[src/rtl/p2s_arbiter.sv]
// p2s_arbiter
//   Round-robin arbiter that shares one p2s serializer between NREQ parallel
//   sources. In IDLE it picks the first requester at or after the rotating
//   priority pointer. In SEND it connects only that requester's data, valid
//   and ready straight through to the serializer. A watchdog reclaims the
//   grant if the serializer stalls for TIMEOUT cycles.
//
// Optional feature macro: P2S_ARB_LOCK_EN
//   When defined, the module gains a req_lock port. A handshake with
//   req_lock[grant_id]=1 keeps the same grant, so back-to-back words can be
//   sent at one word per cycle.
//
// Parameters
//   NUM      word width (matches the attached p2s)
//   NREQ     number of requesters, 2..16
//   TIMEOUT  SEND cycles without a handshake before the grant is reclaimed;
//            0 disables the watchdog
//
// Ports
//   clk        in   rising-edge clock
//   rstn       in   asynchronous active-low reset
//   req_data   in   NREQ*NUM  requester i word at [i*NUM +: NUM]
//   req_valid  in   NREQ      requester i has a word
//   req_lock   in   NREQ      (P2S_ARB_LOCK_EN only) keep grant after handshake
//   req_ready  out  NREQ      requester i's word is taken this cycle
//   p_data     out  NUM       word to the serializer
//   p_valid    out  1         serializer word valid
//   p_ready    in   1         serializer can take a word
//   grant_id   out  IDW       current / last granted requester
//   busy       out  1         high while in SEND
//   timeout    out  1         one-cycle pulse when the watchdog fires
module p2s_arbiter #(
  parameter int NUM     = 8,
  parameter int NREQ    = 4,
  parameter int TIMEOUT = 64,
  localparam int IDW    = $clog2(NREQ)
) (
  input  logic                clk,
  input  logic                rstn,
  input  logic [NREQ*NUM-1:0] req_data,
  input  logic [NREQ-1:0]     req_valid,
`ifdef P2S_ARB_LOCK_EN
  input  logic [NREQ-1:0]     req_lock,
`endif
  output logic [NREQ-1:0]     req_ready,
  output logic [NUM-1:0]      p_data,
  output logic                p_valid,
  input  logic                p_ready,
  output logic [IDW-1:0]      grant_id,
  output logic                busy,
  output logic                timeout
);

  // The watchdog only needs to count up to TIMEOUT-1.
  localparam int WDW = (TIMEOUT > 1) ? $clog2(TIMEOUT) : 1;

  typedef enum logic {
    IDLE = 1'b0,
    SEND = 1'b1
  } state_t;

  state_t         state_q, state_d;
  logic [IDW-1:0] ptr_q, ptr_d;
  logic [IDW-1:0] grant_q, grant_d;
  logic [WDW-1:0] wdog_q, wdog_d;

  logic [IDW-1:0] winner;
  logic [IDW-1:0] cand;
  logic [IDW-1:0] grant_next;
  logic           found;
  logic           hs;
  logic           lock_hold;
  logic           wdog_expired;
  int             sum;

`ifdef P2S_ARB_LOCK_EN
  assign lock_hold = req_lock[grant_q];
`else
  assign lock_hold = 1'b0;
`endif

  // Priority moves to the requester after the one just served, wrapping at NREQ-1.
  assign grant_next = (grant_q == IDW'(NREQ - 1)) ? '0 : grant_q + 1'b1;

  assign wdog_expired = (TIMEOUT != 0) && (wdog_q == WDW'(TIMEOUT - 1));

  assign busy     = (state_q == SEND);
  assign grant_id = grant_q;

  // Rotating search over all NREQ bits in one cycle: candidates are visited
  // in the order ptr, ptr+1, ... modulo NREQ and the first valid one wins.
  always_comb begin
    found  = 1'b0;
    winner = ptr_q;
    sum    = 0;
    cand   = '0;
    for (int k = 0; k < NREQ; k++) begin
      sum = int'(ptr_q) + k;
      if (sum >= NREQ) begin
        sum = sum - NREQ;
      end
      cand = IDW'(sum);
      if (!found && req_valid[cand]) begin
        found  = 1'b1;
        winner = cand;
      end
    end
  end

  always_ff @(posedge clk or negedge rstn) begin
    if (!rstn) begin
      state_q <= IDLE;
      ptr_q   <= '0;
      grant_q <= '0;
      wdog_q  <= '0;
    end else begin
      state_q <= state_d;
      ptr_q   <= ptr_d;
      grant_q <= grant_d;
      wdog_q  <= wdog_d;
    end
  end

  // Next-state and pass-through outputs. A handshake outranks both the
  // watchdog and a withdrawal. If the watchdog and a withdrawal coincide,
  // the timeout pulse is still reported.
  always_comb begin
    state_d   = state_q;
    ptr_d     = ptr_q;
    grant_d   = grant_q;
    wdog_d    = wdog_q;
    p_data    = '0;
    p_valid   = 1'b0;
    req_ready = '0;
    hs        = 1'b0;
    timeout   = 1'b0;

    case (state_q)
      IDLE: begin
        if (found) begin
          grant_d = winner;
          wdog_d  = '0;
          state_d = SEND;
        end
      end

      SEND: begin
        p_data             = req_data[int'(grant_q)*NUM +: NUM];
        p_valid            = req_valid[grant_q];
        req_ready[grant_q] = p_ready;
        hs                 = p_valid & p_ready;

        if (hs) begin
          wdog_d = '0;
          if (!lock_hold) begin
            state_d = IDLE;
            ptr_d   = grant_next;
          end
        end else if (wdog_expired) begin
          timeout = 1'b1;
          state_d = IDLE;
          ptr_d   = grant_next;
        end else if (!p_valid) begin
          state_d = IDLE;
          ptr_d   = grant_next;
        end else begin
          wdog_d = wdog_q + 1'b1;
        end
      end

      default: begin
        state_d = IDLE;
      end
    endcase
  end

endmodule

[config.mk]
export PLATFORM = sky130hd
export DESIGN_NAME = p2s_arbiter
export DESIGN_NICKNAME = d
export VERILOG_FILES = /design/src/rtl/p2s_arbiter.sv
export SDC_FILE = /design/constraint.sdc
export NUM_CORES = 1
export LEC_CHECK = 0
export BUFFER_PORTS_ARGS = -buffer_cell sky130_fd_sc_hd__buf_2
export CAP_MARGIN = 20
export CORE_MARGIN = 2
export CORE_UTILIZATION = 40
export CTS_CLUSTER_DIAMETER = 80
export DETAILED_ROUTE_END_ITERATION = 16
export PLACE_DENSITY = 0.75
export SYNTH_ARGS = -nofsm -noshare
export SYNTH_HDL_FRONTEND = slang
export SYNTH_SLANG_ARGS = --single-unit
[constraint.sdc]
create_clock -name clk -period 2 [get_ports clk]
set_clock_uncertainty 0.2 [all_clocks]
set_input_delay 0.1 -clock clk [delete_from_list [all_inputs] [get_ports clk]]
set_output_delay 0.1 -clock clk [all_outputs]
set_load 0.03 [all_outputs]
==> results.md, run 1 <==
* Outcome: complete, but fails checks
* Failing checks: setup timing
* Diode count at 0
* Gp weighted congestion at 0.809
* Commonest cells after routing, fill and taps aside: buf_2, dfrtp_1, mux4_2, buf_4
* Fin crit share at 1.01
* Unrepaired setup endpoints after global routing: yes
* CP required at 1.70 ns
* Synth top area cells: dfrtp_1, mux4_2, ha_1, and2_1, nand2_1
* Clk slew on worst S/H paths at 0.07 ns
* Root buf cell: clkbuf_4
* Global route hottest layer: met2
* Max clock buf depth at 2
* Power density over the cells at 1400 nW/um^2
* Post-Syn Instances at 106
* LEAKAGE at 0.744 nW
* Worst-Margin Slew at 0.375 ns
* Port Buf Inserts at 55
* CTS tree: yes
* Worst skew pair latency at 0.27 ns
* Relative slew slack at 0.748
* Met2 usage at 0.369
* GRT Util Overall at 0.186
* Maximum VDD drop at 712 uV
* Most common cell after layout, fill and taps aside: buf_2
* Post-DP Area at 1400 um^2
* Reg2Reg Setup Slack at 0.01 ns
* Synth async-reset ratio at 1.00
* Yosys top cell by area: dfrtp_1
* Starting density of the core at 0.424
* Die area at 3050 um^2
* Dpl hpwl at 2240 um
* # clock sinks at 11
* Largest net degree at the start of global routing at 15
* Core area at 2480 um^2
* Final setup fails at 1
* Share of layout cells above drive strength 1 at 0.512
* Fmax at 497 MHz
* Boundary Pins at 56
* First-pass GRT wire length at 4680 um
* Minimum clock period at 2.01 ns
* Syn_nets at 150
* Area grow syn2layout at 42.0%
* Ys flop type: dfrtp_1
* Residual DRC at 0
* Final setup margin at -0.0129 ns
* Final std cells w/o fill at 200
* Initial antenna violation count at 0
* R2R Path End: wdog_q[3]$_DFFE_PN0P_
* Met3 usage at 0.0539
* Fin Hold WS at 0.0218 ns
* R2R depth at 6
* Die X at 55.3 um
* Remaining global-route overflow at 0
* Synth warn at 0
* Fin. max-slew vios at 0
* CP Launch Type: register
* Syn Area/Cell at 9.92 um^2
* Maximum fanout along the worst path at 3
* Num CTS Buffers at 3
* Post-route ant nets at 0
* Total Routed Length at 2800 um
* H-Tree Depth at 1
* Synthesized area at 1050 um^2
* Yosys reg bits at 11
* Max-cap violations at 0
* Placed insts at 192
* Post-synthesis sequential area ratio at 0.262
* Critical Path Sink Type: output port
* Critical path arrival at 1.71 ns
* Vias in the first global route at 1,115
* DR pass1 iterations at 4
* Fin. Hold Viols at 0
* Distinct cells, synth at 35
* R2R Path Start: grant_id[0]$_DFFE_PN0P_
* Avg WL per Cell at 14.0 um
* Die Height at 55.3 um
* Met1 Use GR at 0.178
* Post-layout util at 0.603
* Vias per cell at 5.47
* Row Count at 18
* EDFF count, synth at 0
* Post-route cell area at 1490 um^2
* Layout Nets at 215
* Kind of critical path: reg2out
* DRT iter0 DRCs at 32
* Vias at 1,094
* Dpl ws at 0.108 ns
* Synth top area share at 0.262
* Hold crit path type: in2async
worst max-delay path: stages (launching register included):
cell,delay (ns)
dfrtp_2,0.39
mux4_2,0.54
a21o_1,0.21
nor3_2,0.12
buf_4,0.18
report_power, final:
| group | switching, W | internal (W) | total [W] |
|---|---|---|---|
| sequential | 0.000113 | 0.000303 | 0.000416 |
| clock | 0.0000783 | 0.0000771 | 0.000155 |
| combinational | 0.000823 | 0.000702 | 0.00152 |
stage by stage:
step / setup TNS, ns / total power, W
after CTS: -0.000499 / 0.00204
after detailed placement: 0 / 0.00183
after global routing: -0.366 / 0.00225
after global placement: 0 / 0.00178
after floorplan: -0.00150 / 0.00144
final: -0.0129 / 0.00210
worst max path at each step:
stage                            start                    end  slack, ns
3_3_place_gp   grant_id[0]$_DFFE_PN0P_  wdog_q[3]$_DFFE_PN0P_       0.16
4_1_cts        grant_id[0]$_DFFE_PN0P_              p_data[7]    -0.0004
6_report       grant_id[0]$_DFFE_PN0P_                timeout      -0.01
3_5_place_dp   grant_id[0]$_DFFE_PN0P_   ptr_q[1]$_DFFE_PN0P_       0.11
5_1_grt        grant_id[0]$_DFFE_PN0P_                timeout      -0.06
2_1_floorplan  grant_id[0]$_DFFE_PN0P_                timeout     -0.002
cells in the mapped netlist, types with 2 or more instances:
master,count
a21o_1,2
nor2_1,4
and2_1,8
nor4_1,2
a2bb2oi_1,2
o21ai_0,4
mux2_2,3
nand2_1,9
dfrtp_1,11
a22o_1,3
nand2b_1,2
nor2b_1,4
and3_1,4
clkbuf_1,5
ha_1,5
mux4_2,9
inv_1,7
nand3_1,3
mux2i_1,3
kinds of logic (layout without fill, tap and decap cells):
group	count (synthesis)	in the layout	share of synthesized area
flops	11	11	0.262
fa+ha+maj	5	5	0.0595
simple gates	39	39	0.198
buf+inv	13	77	0.0476
compound gates	23	23	0.180
mux	15	15	0.254
routing by layer:
layer / routed length, um / part of all wire
met1: 1070 / 0.38
met2: 1480 / 0.53
met3: 219 / 0.078
met4: 31 / 0.011
met5: 0 / 0
final cells by class:
type / count / area, um^2
fill: 200 / 985
multi-input combinational: 82 / 746
timing repair buffer: 66 / 380
sequential: 11 / 277
tap: 30 / 37.5
clock buffer: 4 / 26.3
inverter: 7 / 26.3
flip-flops by register name (all words and copies together) (netlist names):
name / count
busy: 1
wdog_q: 6
ptr_q: 2
grant_id: 2
repair_timing:
item                       CTS  global route
setup endpoints to repair    9            16
pin swaps                    1             5
gates cloned                 0             0
resized for setup            2             8
hold buffers                 1             0
setup buffers                3             0
hold endpoints to repair    11             0
No activity file was read; power rests on OpenSTA's default activity.
==> run 2, diff against run 1 <==
--- a/config.mk
+++ b/config.mk
@@ -6,12 +6,12 @@
 export NUM_CORES = 1
 export LEC_CHECK = 0
 export BUFFER_PORTS_ARGS = -buffer_cell sky130_fd_sc_hd__buf_2
-export CAP_MARGIN = 20
 export CORE_MARGIN = 2
 export CORE_UTILIZATION = 40
 export CTS_CLUSTER_DIAMETER = 80
 export DETAILED_ROUTE_END_ITERATION = 16
-export PLACE_DENSITY = 0.75
+export PLACE_DENSITY_LB_ADDON = 0.12
+export SLEW_MARGIN = 20
 export SYNTH_ARGS = -nofsm -noshare
 export SYNTH_HDL_FRONTEND = slang
 export SYNTH_SLANG_ARGS = --single-unit
==> run 2 against run 1 <==
Effect of this change:
- worst hold slack gained 0.0025 ns
- sequential power about the same
- the flow now finishes without violations
- register-to-register slack better by 0.02 ns
- sequential share of layout area grew 0.27 points
- largest power group unchanged
- sequential cell count unchanged
- first-iteration DRC count is 34% lower
- total power is 2.1% lower
- combinational power is 3% lower
- highest routed layer unchanged
- cell count decreased by 1.0%
- cell area is 1.4% lower
- critical path depth unchanged
- critical path type unchanged
- via count decreased by 2.2%
==> results.md, run 2 (synthesis results as in run 1) <==
* Diode count at 0 (unchanged)
* Worst-Margin Slew at 0.348 ns (-0.0263 ns)
* CP Launch Type: register
* Fmax at 503 MHz (+1.2%)
* R2R depth at 5 (-1)
* Share of layout cells above drive strength 1 at 0.506 (-0.00581)
* Max-cap violations at 0 (unchanged)
* Sw frac at 0.480 (-0.00389)
* Final setup fails at 0 (-1)
* Core area at 2480 um^2 (unchanged)
* R2R Path Start: grant_id[0]$_DFFE_PN0P_
* Post-DP Area at 1390 um^2 (-0.54%)
* LEAKAGE at 0.734 nW (-1.3%)
* Die X at 55.3 um (unchanged)
* Total Routed Length at 2690 um (-3.9%)
* Boundary Pins at 56 (unchanged)
* Outcome: finished clean
* Sw Pwr at 0.000985 W (-2.9%)
* Sequential power share at 0.204 (+0.005)
* Top reg by flops: wdog_q
* Commonest cells after routing, fill and taps aside: buf_2, dfrtp_1, mux4_2
* Critical path arrival at 1.69 ns (-0.02 ns)
* Kind of critical path: reg2out
* Fin. max-slew vios at 0 (unchanged)
* Relative slew slack at 0.768 (+0.0198)
* Initial antenna violation count at 0 (unchanged)
* Gp weighted congestion at 0.776 (-4.1%)
* Worst skew pair latency at 0.27 ns (about the same)
* Clk slew on worst S/H paths at 0.07 ns (about the same)
* Area grow syn2layout at 40.0%
* Row Count at 18 (unchanged)
* Final setup margin at 0.0106 ns (+0.0235 ns)
* H-Tree Depth at 1 (unchanged)
* Maximum fanout along the worst path at 2 (-1)
* Starting density of the core at 0.424 (unchanged)
* Fill count at 233 (+17%)
* Vias per cell at 5.40 (-1.2%)
* Most common cell after layout, fill and taps aside: buf_2
* Clock Power Share at 0.073 (about the same)
* Fin crit share at 0.995 (-0.0117)
* Multi-input gate area at 738 um^2 (-1.0%)
* Port Buf Inserts at 55 (unchanged)
* Maximum VDD drop at 798 uV (+12%)
* Fin. Hold Viols at 0 (unchanged)
* Internal cell power at 0.00107 W (-1.4%)
* CP required at 1.70 ns (about the same)
* Die Height at 55.3 um (unchanged)
* Vias at 1,070 (-2.2%)
* Minimum clock period at 1.99 ns (-0.0235 ns)
* Reg2Reg Setup Slack at 0.03 ns (+0.02 ns)
* Dpl ws at 0.0971 ns (-0.0108 ns)
* Unrepaired setup endpoints after global routing: yes
* Vias in the first global route at 1,039 (-6.8%)
* Num CTS Buffers at 3 (unchanged)
* Root buf cell: clkbuf_4
* Layout Nets at 213 (-0.93%)
* Combinational power share at 0.723 (-0.004)
* Residual DRC at 0 (unchanged)
* # clock sinks at 11 (unchanged)
* Avg WL per Cell at 13.6 um (-2.9%)
* Post-route cell area at 1470 um^2 (-1.4%)
* Number of flip-flops in the largest register at 6 (unchanged)
* Largest net degree at the start of global routing at 15 (unchanged)
* Post-layout util at 0.594 (-0.00859)
* Remaining global-route overflow at 0 (unchanged)
* Power density over the cells at 1390 nW/um^2 (-0.73%)
* DR pass1 iterations at 4 (unchanged)
* Dpl hpwl at 2130 um (-4.9%)
* DRT iter0 DRCs at 21 (-34%)
* Max clock buf depth at 2 (unchanged)
* Die area at 3050 um^2 (unchanged)
* First-pass GRT wire length at 4480 um (-4.3%)
* R2R Path End: ptr_q[1]$_DFFE_PN0P_
* Hold crit path type: in2async
* Post-route ant nets at 0 (unchanged)
* Register area at 277 um^2 (unchanged)
* CTS tree: yes
* Total power at 0.00205 W (-2.1%)
* Critical Path Sink Type: output port
* GRT Util Overall at 0.175 (-0.0115)
## run 2: cell count changes in the layout (fill, tap and decap cells not counted), sizes merged
| cell | change |
|---|---|
| buf | -2 |
## run 2: what timing repair did
action	in CTS	in global routing
hold endpoints to repair	11	0
gates resized for setup	2	7
setup buffers	1	1
endpoints found under the setup margin	9	14
hold buffers	1	0
pin swaps	0	1
## run 2: critical path: stages (launching register included)
cell and delay (ns):
dfrtp_2 0.40, mux4_2 0.53, a21o_1 0.20, nor3_2 0.12, buf_4 0.18
## run 2: metrics by stage
stage	cells	TNS, ns	hold WS (ns)
finish	198	0	0.0243
global route	198	-0.222	0.0531
CTS	197	0	0.0261
detailed placement	191	0	-0.214
global placement	191	0	-0.214
floorplan	106	-0.00150	-0.396
## run 2: how the worst max path moves through the flow
stage	start	end	slack (ns)	depth (start not counted)
after detailed placement	wdog_q[0]$_DFFE_PN0P_	ptr_q[1]$_DFFE_PN0P_	0.1	5
final	grant_id[0]$_DFFE_PN0P_	timeout	0.01	4
after global placement	wdog_q[0]$_DFFE_PN0P_	wdog_q[3]$_DFFE_PN0P_	0.15	6
after floorplan	grant_id[0]$_DFFE_PN0P_	timeout	-0.002	3
after CTS	grant_id[0]$_DFFE_PN0P_	timeout	0.002	4
after global routing	grant_id[0]$_DFFE_PN0P_	timeout	-0.05	4
## run 2: final cells by class
cell class,instances,area share
well taps,30,0.0255
multi-input cells,82,0.502
repair buffers,64,0.249
clock buffers,4,0.0179
flip-flops and latches,11,0.188
inverters,7,0.0179
## run 2: power groups by stage
stage               Combinational, W  Clock [W]  Sequential [W]
finish                       0.00148   0.000150        0.000418
global route                 0.00161   0.000166        0.000433
floorplan                    0.00100          0        0.000441
CTS                          0.00144   0.000155        0.000405
detailed placement           0.00141          0        0.000408
global placement             0.00140          0        0.000400
## run 2: layer usage
| layer | routed length, um | up-vias | GRT usage |
|---|---|---|---|
| met2 | 1270 | 44 | 0.293 |
| li1 | - | 524 | - |
| met1 | 1220 | 500 | 0.231 |
| met5 | 0 | - | 0 |
| met4 | 7 | 0 | 0.0453 |
| met3 | 193 | 2 | 0.0328 |
==> run 3, diff against run 2 <==
--- a/config.mk
+++ b/config.mk
@@ -7,7 +7,7 @@
 export LEC_CHECK = 0
 export BUFFER_PORTS_ARGS = -buffer_cell sky130_fd_sc_hd__buf_2
 export CORE_MARGIN = 2
-export CORE_UTILIZATION = 40
+export CORE_UTILIZATION = 34
 export CTS_CLUSTER_DIAMETER = 80
 export DETAILED_ROUTE_END_ITERATION = 16
 export PLACE_DENSITY_LB_ADDON = 0.12
==> run 3 against run 2 <==
Effect of this change:
- sequential power shrank 4%
- first-iteration DRC count rose by 33%
- routed wire length is 4.0% higher
- via count is 0.37% higher
- die area up 16%
- combinational power about the same
- sequential share of layout area down 0.11 points
- non-clock buffer count grew 2
- clock-buffer cell count unchanged
- total power barely moved
- cell count is 2.5% higher
- critical path depth is the same
- largest cell class unchanged
==> results.md, run 3 (synthesis results as in run 1) <==
* Post-route ant nets at 0 (unchanged)
* Core area at 3000 um^2 (+21%)
* Boundary Pins at 56 (unchanged)
* Maximum fanout along the worst path at 4 (+2)
* H-Tree Depth at 1 (unchanged)
* Avg WL per Cell at 13.8 um (+1.4%)
* Diode count at 0 (unchanged)
* DRT iter0 DRCs at 28 (+33%)
* Layout Nets at 215 (+0.94%)
* Top reg by flops: wdog_q
* Max-cap violations at 0 (unchanged)
* Vias per cell at 5.29 (-2.1%)
* Unrepaired setup endpoints after global routing: yes
* Clock Power Share at 0.076 (+0.003)
* Fin. max-slew vios at 0 (unchanged)
* Vias in the first global route at 1,007 (-3.1%)
* Number of flip-flops in the largest register at 6 (unchanged)
* R2R Path Start: grant_id[0]$_DFFE_PN0P_
* Die Height at 59.6 um (+7.9%)
* GRT Util Overall at 0.158 (-0.0164)
* Dpl hpwl at 2190 um (+3.0%)
* Fin. Hold Viols at 0 (unchanged)
* Residual DRC at 0 (unchanged)
* Starting density of the core at 0.350 (-0.0742)
* Fin Hold WS at 0.0212 ns (-0.00313 ns)
* Share of layout cells above drive strength 1 at 0.512 (+0.00581)
* Most common cell after layout, fill and taps aside: buf_2
* Die area at 3550 um^2 (+16%)
* Final std cells w/o fill at 203 (+2.5%)
* Outcome: finished clean
* Initial antenna violation count at 0 (unchanged)
* Vias at 1,074 (+0.37%)
* CTS tree: yes
* CP required at 1.70 ns (about the same)
* Total Routed Length at 2800 um (+4.0%)
* Die X at 59.6 um (+7.9%)
* Clk slew on worst S/H paths at 0.08 ns (about the same)
* Critical Path Sink Type: output port
* Post-DP Area at 1400 um^2 (+0.81%)
* Critical path startpoint: grant_id[0]$_DFFE_PN0P_
* Fin crit share at 0.991 (-0.00381)
* Gp weighted congestion at 0.798 (+2.9%)
* Largest net degree at the start of global routing at 15 (unchanged)
* Commonest cells after routing, fill and taps aside: buf_2, buf_4, dfrtp_1, mux4_2
* Sequential power share at 0.196 (-0.008)
* Minimum clock period at 1.98 ns (-0.00763 ns)
* Port Buf Inserts at 55 (unchanged)
* Root buf cell: clkbuf_4
* LEAKAGE at 0.741 nW (+0.83%)
* Max clock buf depth at 2 (unchanged)
* Final setup fails at 0 (unchanged)
* Placed insts at 195 (+2.1%)
* Kind of critical path: reg2out
* # clock sinks at 11 (unchanged)
* Maximum VDD drop at 507 uV (-37%)
* Post-route cell area at 1480 um^2 (+0.60%)
* Fill count at 315 (+35%)
* Combinational power share at 0.728 (+0.005)
* Sw frac at 0.483 (+0.00252)
* Remaining global-route overflow at 0 (unchanged)
* Fmax at 505 MHz (+0.38%)
* Area grow syn2layout at 40.8%
* Hold crit path type: in2async
* Row Count at 20 (+2)
* Worst skew pair latency at 0.27 ns (about the same)
* Power density over the cells at 1390 nW/um^2 (-0.66%)
* Worst-Margin Slew at 0.350 ns (+0.00183 ns)
* DR pass1 iterations at 4 (unchanged)
* CP Launch Type: register
* Sw Pwr at 0.000989 W (+0.46%)
* Num CTS Buffers at 3 (unchanged)
* Relative slew slack at 0.764 (-0.00337)
* Critical path arrival at 1.68 ns (about the same)
* First-pass GRT wire length at 4310 um (-3.7%)
* Internal cell power at 0.00106 W (-0.55%)
==> run 3: through the flow <==
| step | utilization | setup slack, ns | setup TNS (ns) | power, W |
|---|---|---|---|---|
| after floorplan | - | -0.00150 | -0.00150 | 0.00144 |
| after global routing | 0.493 | -0.0622 | -0.591 | 0.00223 |
| after detailed placement | 0.467 | 0.101 | 0 | 0.00183 |
| after global placement | 0.467 | 0.155 | 0 | 0.00180 |
| after CTS | 0.486 | -0.00801 | -0.0245 | 0.00203 |
| final | 0.493 | 0.0182 | 0 | 0.00205 |
==> run 3: timing repair <==
item | in CTS | in global routing
resized for setup | 4 | 3
hold endpoints to repair | 11 | 0
buffers inserted | 1 | 2
hold buffers | 1 | 0
setup endpoints to repair | 9 | 12
==> run 3: path summary, 6_finish.rpt <==
kind                                      endpoint  slack [ns]  cells after the start
max in group asynchronous  grant_id[0]$_DFFE_PN0P_        1.35                      2
min in group clk           grant_id[1]$_DFFE_PN0P_        0.06                      3
hold reg to reg              wdog_q[1]$_DFFE_PN0P_        0.35                      2
setup reg to reg             wdog_q[3]$_DFFE_PN0P_        0.04                      6
setup / recovery                           timeout        0.02                      4
hold / removal               wdog_q[4]$_DFFE_PN0P_        0.02                      2
==> run 3: area by class of cell <==
type / count / area (um^2) / area share
Multi-Input combinational cell: 82 / 737 / 0.498
Inverter: 7 / 26.3 / 0.0178
Tap cell: 33 / 41.3 / 0.0279
Timing Repair Buffer: 66 / 373 / 0.252
Sequential cell: 11 / 277 / 0.187
Clock buffer: 4 / 26.3 / 0.0178
==> run 3: power by group through the flow <==
stage,sequential [W],clock (W),combinational (W)
5_1_grt,0.000419,0.000175,0.00164
6_report,0.000402,0.000155,0.00149
3_5_place_dp,0.000401,0,0.00143
4_1_cts,0.000400,0.000161,0.00147
3_3_place_gp,0.000396,0,0.00140
2_1_floorplan,0.000441,0,0.00100
==> run 3: worst max-delay path, cell delays in order, from the launching register on <==
cell,delay [ns]
dfrtp_2,0.39
mux4_2,0.53
a21o_1,0.22
nor3_2,0.11
buf_4,0.18
==> run 3: layer usage <==
layer | global-route usage | routed length, um | share of wire | vias to the layer above
met1 | 0.192 | 1210 | 0.43 | 499
met3 | 0.0328 | 241 | 0.086 | 2
li1 | - | - | - | 525
met5 | 0 | 0 | 0 | -
met4 | 0.0381 | 12 | 0.0043 | 0
met2 | 0.284 | 1330 | 0.48 | 48
